File: src/rtl/odometer_meas_sequencer_if.sv
// Bundles the sequencer's control/config inputs, odometer handshake and result outputs.
// master: the sequencer (drives select/load/trigger/result/status); slave: the
//   surrounding control logic, odometer and result consumer (drives config, MEAS_STRESS, BF_COUNT, RES_ACK).
interface odometer_meas_sequencer_if #(
  parameter int STRESS_W = 16
);
  // control / config
  logic                en;
  logic [2:0]          inv_mask;
  logic                ac_dc_cfg;
  logic [STRESS_W-1:0] stress_cyc;
  logic [7:0]          num_meas;
  // odometer side
  logic                meas_stress;
  logic [11:0]         bf_count;
  logic                sel_inv97;
  logic                sel_inv99;
  logic                sel_inv101;
  logic                start;
  logic                ac_dc;
  logic                load;
  logic                meas_trig;
  // result / status
  logic                res_ack;
  logic [11:0]         res_data;
  logic [1:0]          res_tag;
  logic                res_valid;
  logic                busy;
  logic                timeout_err;
  logic [7:0]          meas_cnt;

  modport master (
    input  en, inv_mask, ac_dc_cfg, stress_cyc, num_meas, meas_stress, bf_count, res_ack,
    output sel_inv97, sel_inv99, sel_inv101, start, ac_dc, load, meas_trig,
           res_data, res_tag, res_valid, busy, timeout_err, meas_cnt
  );

  modport slave (
    output en, inv_mask, ac_dc_cfg, stress_cyc, num_meas, meas_stress, bf_count, res_ack,
    input  sel_inv97, sel_inv99, sel_inv101, start, ac_dc, load, meas_trig,
           res_data, res_tag, res_valid, busy, timeout_err, meas_cnt
  );
endinterface

File: src/rtl/odometer_meas_sequencer.sv
// Stress/measure scheduler for one stacked odometer shared by the INV97/99/101 ROSC variants.
// Ports: clk, rst_n (async active-low), bus (master side of odometer_meas_sequencer_if):
//   config in (en, inv_mask, ac_dc_cfg, stress_cyc, num_meas), odometer I/O, tagged result out.
module odometer_meas_sequencer #(
  parameter int STRESS_W  = 16,
  parameter int TMO_W     = 20,
  parameter int LOAD_CYC  = 2,
  parameter int SETUP_CYC = 4
) (
  input  logic clk,
  input  logic rst_n,
  odometer_meas_sequencer_if.master bus
);

  typedef enum logic [3:0] {
    S_IDLE, S_STRESS, S_SETUP, S_LOADP, S_SETTLE, S_TRIG, S_WAITD, S_CAPT
  } state_t;

  localparam logic [7:0]       LOAD_LAST   = 8'(LOAD_CYC - 1);
  localparam logic [7:0]       SETTLE_LAST = 8'(SETUP_CYC - 1);
  // Expiry is flagged on the edge that would take the counter to all-ones,
  // so the error appears exactly 2**TMO_W-1 cycles after TRIG entry.
  localparam logic [TMO_W-1:0] TMO_LAST    = {TMO_W{1'b1}} - TMO_W'(1);

  state_t state, state_nxt;

  logic                ms_meta, ms_s;
  logic                en_q, en_rise;
  logic [2:0]          mask_l;
  logic                acdc_l;
  logic [7:0]          num_l;
  logic [STRESS_W-1:0] stress_l, stress_cnt, stress_last;
  logic [7:0]          phase_cnt;
  logic [TMO_W-1:0]    tmo_cnt;
  logic [1:0]          ptr;
  logic [2:0]          sel;
  logic                ac_dc_r;
  logic [11:0]         res_data_r;
  logic [1:0]          res_tag_r;
  logic                res_valid_r;
  logic                timeout_err_r;
  logic [7:0]          meas_cnt_r;
  logic [8:0]          cnt_done;
  logic                last_meas;
  logic                tmo_hit;
  logic                ld_cfg, start_run, capture, tmo_fire;

  function automatic logic [1:0] lowest_set(input logic [2:0] m);
    if (m[0]) return 2'd0;
    else if (m[1]) return 2'd1;
    else return 2'd2;
  endfunction

  // Next enabled variant after p, wrapping 101->97; a single enabled bit repeats.
  function automatic logic [1:0] next_set(input logic [1:0] p, input logic [2:0] m);
    logic [1:0] c1, c2;
    c1 = (p == 2'd2) ? 2'd0 : p + 2'd1;
    c2 = (c1 == 2'd2) ? 2'd0 : c1 + 2'd1;
    if (m[c1]) return c1;
    else if (m[c2]) return c2;
    else return p;
  endfunction

  assign en_rise     = bus.en & ~en_q;
  assign stress_last = stress_l - STRESS_W'(1);
  assign tmo_hit     = (tmo_cnt == TMO_LAST);
  assign cnt_done    = {1'b0, meas_cnt_r} + 9'd1;
  assign last_meas   = (num_l != 8'd0) && (cnt_done == {1'b0, num_l});

  always_ff @(posedge clk or negedge rst_n) begin
    if (!rst_n) state <= S_IDLE;
    else        state <= state_nxt;
  end

  always_comb begin
    state_nxt = state;
    ld_cfg    = 1'b0;
    start_run = 1'b0;
    capture   = 1'b0;
    tmo_fire  = 1'b0;
    case (state)
      S_IDLE: begin
        if (en_rise) begin
          ld_cfg = 1'b1;
          // Decision uses the live inputs: the latched copies update on this same edge.
          if (bus.inv_mask != 3'd0) begin
            start_run = 1'b1;
            state_nxt = (bus.stress_cyc == '0) ? S_SETUP : S_STRESS;
          end
        end
      end
      S_STRESS: begin
        if (!bus.en)                        state_nxt = S_IDLE;
        else if (stress_cnt == stress_last) state_nxt = S_SETUP;
      end
      S_SETUP:  state_nxt = S_LOADP;
      S_LOADP:  if (phase_cnt == LOAD_LAST)   state_nxt = S_SETTLE;
      S_SETTLE: if (phase_cnt == SETTLE_LAST) state_nxt = S_TRIG;
      S_TRIG: begin
        if (ms_s) state_nxt = S_WAITD;
        else if (tmo_hit) begin
          tmo_fire  = 1'b1;
          state_nxt = S_IDLE;
        end
      end
      S_WAITD: begin
        if (!ms_s) state_nxt = S_CAPT;
        else if (tmo_hit) begin
          tmo_fire  = 1'b1;
          state_nxt = S_IDLE;
        end
      end
      S_CAPT: begin
        // Never overwrite a result the consumer has not taken yet.
        if (!res_valid_r || bus.res_ack) begin
          capture = 1'b1;
          if (last_meas || !bus.en)  state_nxt = S_IDLE;
          else if (stress_l == '0)   state_nxt = S_SETUP;
          else                       state_nxt = S_STRESS;
        end
      end
      default: state_nxt = S_IDLE;
    endcase
  end

  always_ff @(posedge clk or negedge rst_n) begin
    if (!rst_n) begin
      ms_meta       <= 1'b0;
      ms_s          <= 1'b0;
      en_q          <= 1'b0;
      mask_l        <= 3'd0;
      acdc_l        <= 1'b0;
      num_l         <= 8'd0;
      stress_l      <= '0;
      stress_cnt    <= '0;
      phase_cnt     <= 8'd0;
      tmo_cnt       <= '0;
      ptr           <= 2'd0;
      sel           <= 3'd0;
      ac_dc_r       <= 1'b0;
      res_data_r    <= 12'd0;
      res_tag_r     <= 2'd0;
      res_valid_r   <= 1'b0;
      timeout_err_r <= 1'b0;
      meas_cnt_r    <= 8'd0;
    end else begin
      // MEAS_STRESS is asynchronous to clk.
      ms_meta <= bus.meas_stress;
      ms_s    <= ms_meta;
      en_q    <= bus.en;

      if (ld_cfg) begin
        mask_l        <= bus.inv_mask;
        acdc_l        <= bus.ac_dc_cfg;
        num_l         <= bus.num_meas;
        stress_l      <= bus.stress_cyc;
        timeout_err_r <= 1'b0;
        meas_cnt_r    <= 8'd0;
      end
      if (start_run) ptr <= lowest_set(bus.inv_mask);

      if (state == S_STRESS) stress_cnt <= stress_cnt + STRESS_W'(1);
      else                   stress_cnt <= '0;

      if ((state == S_LOADP || state == S_SETTLE) && state_nxt == state)
        phase_cnt <= phase_cnt + 8'd1;
      else
        phase_cnt <= 8'd0;

      // Zero in every other state, so it starts from 0 on TRIG entry.
      if (state == S_TRIG || state == S_WAITD) tmo_cnt <= tmo_cnt + TMO_W'(1);
      else                                     tmo_cnt <= '0;

      // Select lines and AC_DC change only here and hold until the next SETUP.
      if (state == S_SETUP) begin
        sel     <= {ptr == 2'd2, ptr == 2'd1, ptr == 2'd0};
        ac_dc_r <= acdc_l;
      end

      if (tmo_fire) timeout_err_r <= 1'b1;

      if (capture) begin
        res_data_r  <= bus.bf_count;
        res_tag_r   <= ptr;
        res_valid_r <= 1'b1;
        if (meas_cnt_r != 8'hFF) meas_cnt_r <= meas_cnt_r + 8'd1;
        ptr <= next_set(ptr, mask_l);
      end else if (bus.res_ack) begin
        res_valid_r <= 1'b0;
      end
    end
  end

  // Strobes decode the state register directly so reset removes them at once.
  assign bus.load        = (state == S_LOADP);
  assign bus.meas_trig   = (state == S_TRIG);
  assign bus.busy        = (state != S_IDLE);
  assign bus.start       = (state != S_IDLE);
  assign bus.sel_inv97   = sel[0];
  assign bus.sel_inv99   = sel[1];
  assign bus.sel_inv101  = sel[2];
  assign bus.ac_dc       = ac_dc_r;
  assign bus.res_data    = res_data_r;
  assign bus.res_tag     = res_tag_r;
  assign bus.res_valid   = res_valid_r;
  assign bus.timeout_err = timeout_err_r;
  assign bus.meas_cnt    = meas_cnt_r;

endmodule

File: src/flat_wrapper.sv
// flat-port wrapper written by rule: the top's interface ports become plain ports
module odometer_meas_sequencer_flat 
#(
  parameter int STRESS_W  = 16,
  parameter int TMO_W     = 20,
  parameter int LOAD_CYC  = 2,
  parameter int SETUP_CYC = 4
)
  (clk, rst_n, bus_en, bus_inv_mask, bus_ac_dc_cfg, bus_stress_cyc, bus_num_meas, bus_meas_stress, bus_bf_count, bus_res_ack, bus_sel_inv97, bus_sel_inv99, bus_sel_inv101, bus_start, bus_ac_dc, bus_load, bus_meas_trig, bus_res_data, bus_res_tag, bus_res_valid, bus_busy, bus_timeout_err, bus_meas_cnt);
  odometer_meas_sequencer_if #(.STRESS_W(STRESS_W)) bus_i ();
  input  logic clk;
  input  logic rst_n;
  input wire logic [$bits(bus_i.en)-1:0] bus_en;
  input wire logic [$bits(bus_i.inv_mask)-1:0] bus_inv_mask;
  input wire logic [$bits(bus_i.ac_dc_cfg)-1:0] bus_ac_dc_cfg;
  input wire logic [$bits(bus_i.stress_cyc)-1:0] bus_stress_cyc;
  input wire logic [$bits(bus_i.num_meas)-1:0] bus_num_meas;
  input wire logic [$bits(bus_i.meas_stress)-1:0] bus_meas_stress;
  input wire logic [$bits(bus_i.bf_count)-1:0] bus_bf_count;
  input wire logic [$bits(bus_i.res_ack)-1:0] bus_res_ack;
  output wire logic [$bits(bus_i.sel_inv97)-1:0] bus_sel_inv97;
  output wire logic [$bits(bus_i.sel_inv99)-1:0] bus_sel_inv99;
  output wire logic [$bits(bus_i.sel_inv101)-1:0] bus_sel_inv101;
  output wire logic [$bits(bus_i.start)-1:0] bus_start;
  output wire logic [$bits(bus_i.ac_dc)-1:0] bus_ac_dc;
  output wire logic [$bits(bus_i.load)-1:0] bus_load;
  output wire logic [$bits(bus_i.meas_trig)-1:0] bus_meas_trig;
  output wire logic [$bits(bus_i.res_data)-1:0] bus_res_data;
  output wire logic [$bits(bus_i.res_tag)-1:0] bus_res_tag;
  output wire logic [$bits(bus_i.res_valid)-1:0] bus_res_valid;
  output wire logic [$bits(bus_i.busy)-1:0] bus_busy;
  output wire logic [$bits(bus_i.timeout_err)-1:0] bus_timeout_err;
  output wire logic [$bits(bus_i.meas_cnt)-1:0] bus_meas_cnt;
  assign bus_i.en = bus_en;
  assign bus_i.inv_mask = bus_inv_mask;
  assign bus_i.ac_dc_cfg = bus_ac_dc_cfg;
  assign bus_i.stress_cyc = bus_stress_cyc;
  assign bus_i.num_meas = bus_num_meas;
  assign bus_i.meas_stress = bus_meas_stress;
  assign bus_i.bf_count = bus_bf_count;
  assign bus_i.res_ack = bus_res_ack;
  assign bus_sel_inv97 = bus_i.sel_inv97;
  assign bus_sel_inv99 = bus_i.sel_inv99;
  assign bus_sel_inv101 = bus_i.sel_inv101;
  assign bus_start = bus_i.start;
  assign bus_ac_dc = bus_i.ac_dc;
  assign bus_load = bus_i.load;
  assign bus_meas_trig = bus_i.meas_trig;
  assign bus_res_data = bus_i.res_data;
  assign bus_res_tag = bus_i.res_tag;
  assign bus_res_valid = bus_i.res_valid;
  assign bus_busy = bus_i.busy;
  assign bus_timeout_err = bus_i.timeout_err;
  assign bus_meas_cnt = bus_i.meas_cnt;
  odometer_meas_sequencer #(.STRESS_W(STRESS_W), .TMO_W(TMO_W), .LOAD_CYC(LOAD_CYC), .SETUP_CYC(SETUP_CYC)) u_core (.clk(clk), .rst_n(rst_n), .bus(bus_i));
endmodule
File: config.mk
export PLATFORM = sky130hd
export DESIGN_NAME = odometer_meas_sequencer_flat
export DESIGN_NICKNAME = d
export VERILOG_FILES = /design/src/rtl/odometer_meas_sequencer_if.sv /design/src/rtl/odometer_meas_sequencer.sv /design/src/flat_wrapper.sv
export SDC_FILE = /design/constraint.sdc
export NUM_CORES = 1
export LEC_CHECK = 0
export CORE_MARGIN = 2
export CORE_UTILIZATION = 47
export CTS_CLUSTER_DIAMETER = 200
export CTS_CLUSTER_SIZE = 24
export DETAILED_ROUTE_END_ITERATION = 16
export HOLD_SLACK_MARGIN = 0.1
export PLACE_DENSITY = 0.7
export SYNTH_ARGS = -nofsm -noshare
export SYNTH_HDL_FRONTEND = slang
export SYNTH_SLANG_ARGS = --single-unit
File: constraint.sdc
create_clock -name clk -period 4.2 [get_ports clk]
set_clock_uncertainty 0.15 [all_clocks]
set_input_delay 0.42 -clock clk [delete_from_list [all_inputs] [get_ports clk]]
set_output_delay 0.42 -clock clk [all_outputs]
set_load 0.02 [all_outputs]
==> results of run 1 <==
## flip-flops by register name (all words and copies together), names as in the netlist
register and flops:
u_core.tmo_cnt 20, u_core.stress_cnt 16, u_core.stress_l 16, u_core.bus.res_data 12, u_core.bus.meas_cnt 8, u_core.num_l 8, u_core.phase_cnt 8, u_core.state 4
u_core.mask_l 3, u_core.sel 3, u_core.bus.res_tag 2, u_core.ptr 2, u_core.acdc_l 1, u_core.bus.ac_dc 1, u_core.bus.res_valid 1, u_core.bus.timeout_err 1
u_core.en_q 1, u_core.ms_meta 1, u_core.ms_s 1
## how the worst min path moves through the flow
stage,startpoint,to,slack [ns],cells after the start
2_1_floorplan,rst_n,u_core.acdc_l,-0.03,0
3_3_place_gp,rst_n,u_core.stress_l[3],0.18,1
3_5_place_dp,u_core.ms_meta,u_core.ms_s,0.18,0
4_1_cts,u_core.ms_meta,u_core.ms_s,0.20,0
5_1_grt,u_core.ms_meta,u_core.ms_s,0.22,0
6_report,u_core.ms_meta,u_core.ms_s,0.20,0
## power groups by stage
| stage | combinational, mW | sequential (mW) | clock, mW |
|---|---|---|---|
| global route | 0.412 | 1.24 | 0.877 |
| detailed placement | 0.375 | 1.24 | 0 |
| floorplan | 0.239 | 1.23 | 0 |
| global placement | 0.366 | 1.24 | 0 |
| CTS | 0.378 | 1.22 | 0.829 |
| finish | 0.373 | 1.23 | 0.801 |
## worst max-delay path, cell delays in order, from the launching register on
cell and delay [ns]:
dfrtp_1 0.44, inv_1 0.09, ha_1 0.24, or3b_1 0.48, nor3_1 0.25, xnor2_1 0.16
nand3_1 0.10, a211oi_1 0.24, nand4_1 0.18, a311o_1 0.39
## cells in the final DEF (no fill, tap or decap), types with 3 or more instances in the layout
cell type          n
a21oi_1           17
a22oi_1            3
and2_1             4
and3_1             9
and4_1             7
buf_4              6
clkbuf_16          9
clkdlybuf4s50_1   75
clkinv_4           3
dfrtp_1          109
ha_1               7
inv_1             13
mux2_2            31
nand2_1           82
nand2b_1           4
nand3_1           27
nand3b_1           4
nand4_1            9
nor2_1            66
nor2b_1            7
nor3_1            18
nor3b_1            3
nor4_1             8
o21ai_0            8
o21ai_1           15
o31ai_1            7
or3_1              5
or4_1              4
xnor2_1           35
xor2_1            34
## logic make-up (layout without fill, tap and decap cells)
family | count (synthesis) | after routing | synth area share
AND/OR/NAND/NOR | 268 | 268 | 0.234
flip-flops | 109 | 109 | 0.486
XOR/XNOR | 69 | 69 | 0.108
AO/OA/AOI/OAI | 64 | 64 | 0.0694
buffers and inverters | 34 | 111 | 0.0237
multiplexers | 31 | 31 | 0.0623
adder cells (fa/ha/maj) | 7 | 7 | 0.0156
other | 1 | 1 | 0.000669
## cells in the mapped netlist (3+ instances only)
master	instances
or3_1	5
or4_1	4
dfrtp_1	109
and2_1	4
xor2_1	34
nand4_1	9
ha_1	7
nor3b_1	3
nand3b_1	4
inv_1	13
mux2_2	31
a21oi_1	17
o21ai_1	15
a22oi_1	3
and4_1	7
nor3_1	19
and3_1	9
nor4_1	8
xnor2_1	35
clkbuf_1	16
o21ai_0	8
buf_1	3
nor2b_1	7
nand3_1	27
o31ai_1	7
nand2b_1	4
nor2_1	66
nand2_1	82
## layer usage
metal	GRT usage	vias to the layer above	wire length, µm
met1	0.273	2071	5550
met3	0.0627	11	630
met5	0	-	0
met2	0.303	91	5440
met4	0.0472	0	148
li1	-	2158	-
## metrics by stage
step | cell area (µm²) | hold WS (ns) | worst slack (ns)
floorplan | 5610 | -0.0256 | 1.68
global placement | 6500 | 0.181 | 1.42
detailed placement | 6500 | 0.185 | 1.38
CTS | 6800 | 0.203 | 1.38
global route | 6800 | 0.224 | 1.22
finish | 6800 | 0.204 | 1.36
## cell type report
type	count	area, µm²	share of cell area
timing repair buffer	82	806	0.119
multi-input combinational	440	2750	0.405
inverter	13	48.8	0.00718
clock buffer	9	225	0.0331
clock inverter	7	58.8	0.00865
tap	143	179	0.0263
sequential	109	2730	0.401
==> impl_metrics.yaml, run 1 <==
power_and_ir_drop:
  p_per_area_nw_per_um2: 353
  swShare: 0.272
  power_switching_mw: 0.653
  power_frac_comb: 0.155
  power_frac_seq: 0.511
  leakagePower_nw: 2.79
  clkPwrFrac: 0.334
  internal_power_mw: 1.75
  ir_drop_mv: 0.278
  power_mw: 2.40
grt:
  grt_pass1_wl_um: 20400
  grt_overflow_total: 0
  grt_use_total: 0.197
  grt_pass1_vias: 4365
  grt_max_degree: 54
  antenna_found_initial: 0
routing:
  num_vias: 4331
  drt_iter0_markers: 180
  wl_per_cell_um: 14.7
  antenna_left: 0
  wirelength_um: 11800
  vias_per_cell: 5.39
  drtPass1Iterations: 11
  drc: 3
cells_and_area:
  drive_gt1_frac: 0.0924
  area_growth_syn_to_layout_pct: 21.2
  post-route-util: 0.590
  diodes: 0
  fin_nets: 707
  fill_cells: 997
  instances_no_fill: 803
clock_tree:
  cts_setup_buffers: 0
  cts_root_buffer: "clkbuf_16"
  clk_path_buf_depth: 2
  cts_resized: 0
  cts.sinks: 109
  cts_buffers: 9
  clkTransAtPathRegs_ns: 0.07
  tritoncts: "built"
  h-tree-depth: 3
  cts_hold_buf: 1
  clk-insertion-delay-late_ns: 0.35
setup_path:
  startpoint_type: "flop"
  setup.worst_path.start: "u_core.stress_l[0]"
  crit_type: "reg2reg"
  required_ns: 4.28
  cp.arrival_ns: 2.92
  critPathCapture: "u_core.state[0]"
  cp_max_fo: 6
  rr_worst_depth: 9
  reg2reg_setup_slack_ns: 1.36
  r2r_start: "u_core.stress_l[0]"
  crit_path_end_kind: "flop"
  r2r-end: "u_core.state[0]"
sta:
  fin_crit_sh: 0.676
  hold_violations: 0
  period_needed_ns: 2.84
  tns_ns: 0
  fmax_ghz: 0.352
  rsz0062_at_grt: "no"
  maxSlewViolCount: 0
  relSlewSlack: 0.447
  tightest_slew_ns: 0.827
  setup_violations: 0
synth:
  async_reset_ff_frac: 1.00
  avgSynthCellArea_um2: 9.62
  yosys.area.top_type_share: 0.486
  yosysUniqueCellTypes: 51
  yosys.area.top_type: "dfrtp_1"
  synthTopCellsByArea: "dfrtp_1, mux2_2, nand2_1"
  yosysWarningCount: 0
  synth_cells: 583
  netlist_area_um2: 5610
  synth_seq_cells: 109
  ys_seq_area_frac: 0.486
  synth_edf_count: 0
  ys.flop_type: "dfrtp_1"
  syn_nets: 635
die:
  core-area_um2: 11500
  die_h_um: 113
  dieWidth_um: 113
  rows: 39
  die_area_um2: 12800
  start_util: 0.487
  ios: 77
outcome:
  violations: "design-rule violations"
  status: "complete, but fails checks"
place:
  dp_hpwl_um: 8550
  portBuffers: 76
  routabilityCongestion: 0.912
  dp_cells: 786
min_path:
  min_path_type: "reg2reg"
flow_run:
  drv_cap: 0
(Power assumes the default switching activity.)
==> inputs of run 2 (changes only) <==
--- a/config.mk
+++ b/config.mk
@@ -11,7 +11,7 @@
 export CTS_CLUSTER_SIZE = 24
 export DETAILED_ROUTE_END_ITERATION = 16
 export HOLD_SLACK_MARGIN = 0.1
-export PLACE_DENSITY = 0.7
+export PLACE_DENSITY = 0.73
 export SYNTH_ARGS = -nofsm -noshare
 export SYNTH_HDL_FRONTEND = slang
 export SYNTH_SLANG_ARGS = --single-unit
==> constraint.sdc (replaced) <==
create_clock -name clk -period 2.43 [get_ports clk]
set_clock_uncertainty 0.15 [all_clocks]
set_input_delay 0.243 -clock clk [delete_from_list [all_inputs] [get_ports clk]]
set_output_delay 0.243 -clock clk [all_outputs]
set_load 0.02 [all_outputs]
==> impl_metrics.yaml, run 2 (same netlist as run 1, synthesis figures left out) <==
clock_tree:
  cts_buffers: 9
  cts_root_buffer: "clkbuf_16"
  tritoncts: "built"
  cts.sinks: 109
  h-tree-depth: 3
  clkTransAtPathRegs_ns: 0.07
  clk_path_buf_depth: 2
  clk-insertion-delay-late_ns: 0.36
cells_and_area:
  final_common_cell: "dfrtp_1"
  largest_reg_flops: 20
  ff_latch_area_um2: 2730
  drive_gt1_frac: 0.162
  top_register: "u_core.tmo_cnt"
  diodes: 0
  fin_nets: 751
  multi_input_area_um2: 2830
  final_cell_mix: "dfrtp_1, nand2_1, clkdlybuf4s50_1"
  fill_cells: 949
  area_growth_syn_to_layout_pct: 29.0
  largestRegisters: "u_core.tmo_cnt: 20 flops, u_core.stress_cnt: 16 flops, u_core.stress_l: 16 flops"
sta:
  hold_slack_ns: 0.176
  rsz0062_at_grt: "yes"
  fin_ws_ns: -0.0395
  fmax_ghz: 0.405
  hold_violations: 0
  setup_violations: 1
  period_needed_ns: 2.47
  relSlewSlack: 0.639
  fin_crit_sh: 1.02
  tightest_slew_ns: 0.542
  maxSlewViolCount: 0
place:
  dp_hpwl_um: 9270
  routabilityCongestion: 0.895
  portBuffers: 76
routing:
  wl_per_cell_um: 15.1
  num_vias: 4535
  wirelength_um: 12800
  drc: 2
  drt_iter0_markers: 210
  antenna_left: 0
  drtPass1Iterations: 10
  vias_per_cell: 5.37
die:
  ios: 77
  rows: 39
  dieWidth_um: 113
  die_area_um2: 12800
  die_h_um: 113
  core-area_um2: 11500
  start_util: 0.487
setup_path:
  cp.arrival_ns: 2.56
  setup.worst_path.start: "u_core.stress_l[7]"
  crit_type: "reg2reg"
  rr_worst_depth: 7
  cp_max_fo: 3
  cp_num_buf_inv: 1
  reg2reg_setup_slack_ns: -0.04
  path_cells: "or4_4 -> buf_4 -> nor4_1 -> xnor2_1 -> nor4_2 -> nand4_1 -> a311o_1"
  crit_path_end_kind: "flop"
  slowest_delay_ns: 0.59
  crit_slowest_cell: "or4_4"
  crit_family: "simple AND/OR/NAND/NOR gates"
  critPathCapture: "u_core.state[0]"
  required_ns: 2.52
  r2r_start: "u_core.stress_l[7]"
  r2r-end: "u_core.state[0]"
  startpoint_type: "flop"
  crit_cells: 7
grt:
  grt_overflow_total: 0
  grt_use_total: 0.208
  grt_max_degree: 52
  antenna_found_initial: 0
  grt_pass1_vias: 4515
  grt_pass1_wl_um: 21500
power_and_ir_drop:
  leakagePower_nw: 3.08
  power_mw: 4.38
  ir_drop_mv: 0.330
  p_per_area_nw_per_um2: 605
outcome:
  status: "complete, but fails checks"
  violations: "design-rule violations, negative setup slack"
min_path:
  min_path_type: "in2reg"
  min_path_cells: 1
flow_run:
  drv_cap: 0
## run 2: cell types whose count changed in the layout (fill, tap and decap cells not counted), sizes merged
| cell | before | now |
|---|---|---|
| buf | 6 | 50 |
| inv | 15 | 13 |
| bufinv | 0 | 1 |
| dlymetal6s2s | 0 | 1 |
| clkinvlp | 1 | 0 |
| clkinv | 4 | 2 |
| clkdlybuf4s50 | 75 | 74 |
| clkbuf | 9 | 11 |
## run 2: worst min path at each step
stage	start	endpoint	slack (ns)
after floorplan	rst_n	u_core.acdc_l	-0.20
after global placement	rst_n	u_core.stress_l[4]	0.10
after detailed placement	rst_n	u_core.stress_l[4]	0.11
after CTS	bus_meas_stress	u_core.ms_meta	0.17
after global routing	bus_meas_stress	u_core.ms_meta	0.18
final	bus_meas_stress	u_core.ms_meta	0.18
## run 2: final cells by class
cell class / instances / area share
Sequential cell: 109 / 0.377
Multi-Input combinational cell: 440 / 0.392
Clock buffer: 11 / 0.0336
Timing Repair Buffer: 126 / 0.159
Inverter: 13 / 0.00675
Clock inverter: 3 / 0.00658
Tap cell: 143 / 0.0247
## run 2: metal layers
layer | track usage | share of wire | routed length (µm) | vias to the layer above
met2 | 0.329 | 0.47 | 6000 | 94
li1 | - | - | - | 2233
met3 | 0.0354 | 0.048 | 612 | 16
met1 | 0.288 | 0.46 | 5920 | 2192
met4 | 0.0829 | 0.019 | 247 | 0
met5 | 0 | 0 | 0 | -
## run 2: per-stage QoR
stage               cell area (µm²)  cells  TNS, ns  utilization  setup WS [ns]
floorplan                      5630    583        0            -        0.00844
global placement               6820    824   -0.335        0.592        -0.0872
CTS                            7180    843  -0.0396        0.623        -0.0396
global route                   7230    845   -0.188        0.628         -0.110
detailed placement             6820    824   -0.337        0.592         -0.129
finish                         7230    845  -0.0395        0.628        -0.0395
## run 2: repair_timing
action	in CTS	in global routing
resized for setup	5	9
pin swaps	8	4
endpoints found under the setup margin	1	7
hold buffers	1	0
hold endpoints to repair	39	0
setup buffers	5	2
## run 2: power by group
part | internal, mW | switching, mW | total (mW)
registers | 1.95 | 0.142 | 2.09
clock network | 0.820 | 0.647 | 1.47
logic | 0.453 | 0.364 | 0.816
## run 2: worst register-to-register path, stage by stage, from the launching register on
cell and delay (ns):
dfrtp_1 0.38, or4_4 0.59, buf_4 0.17, nor4_1 0.33, xnor2_1 0.13, nor4_2 0.15, nand4_1 0.17, a311o_1 0.30
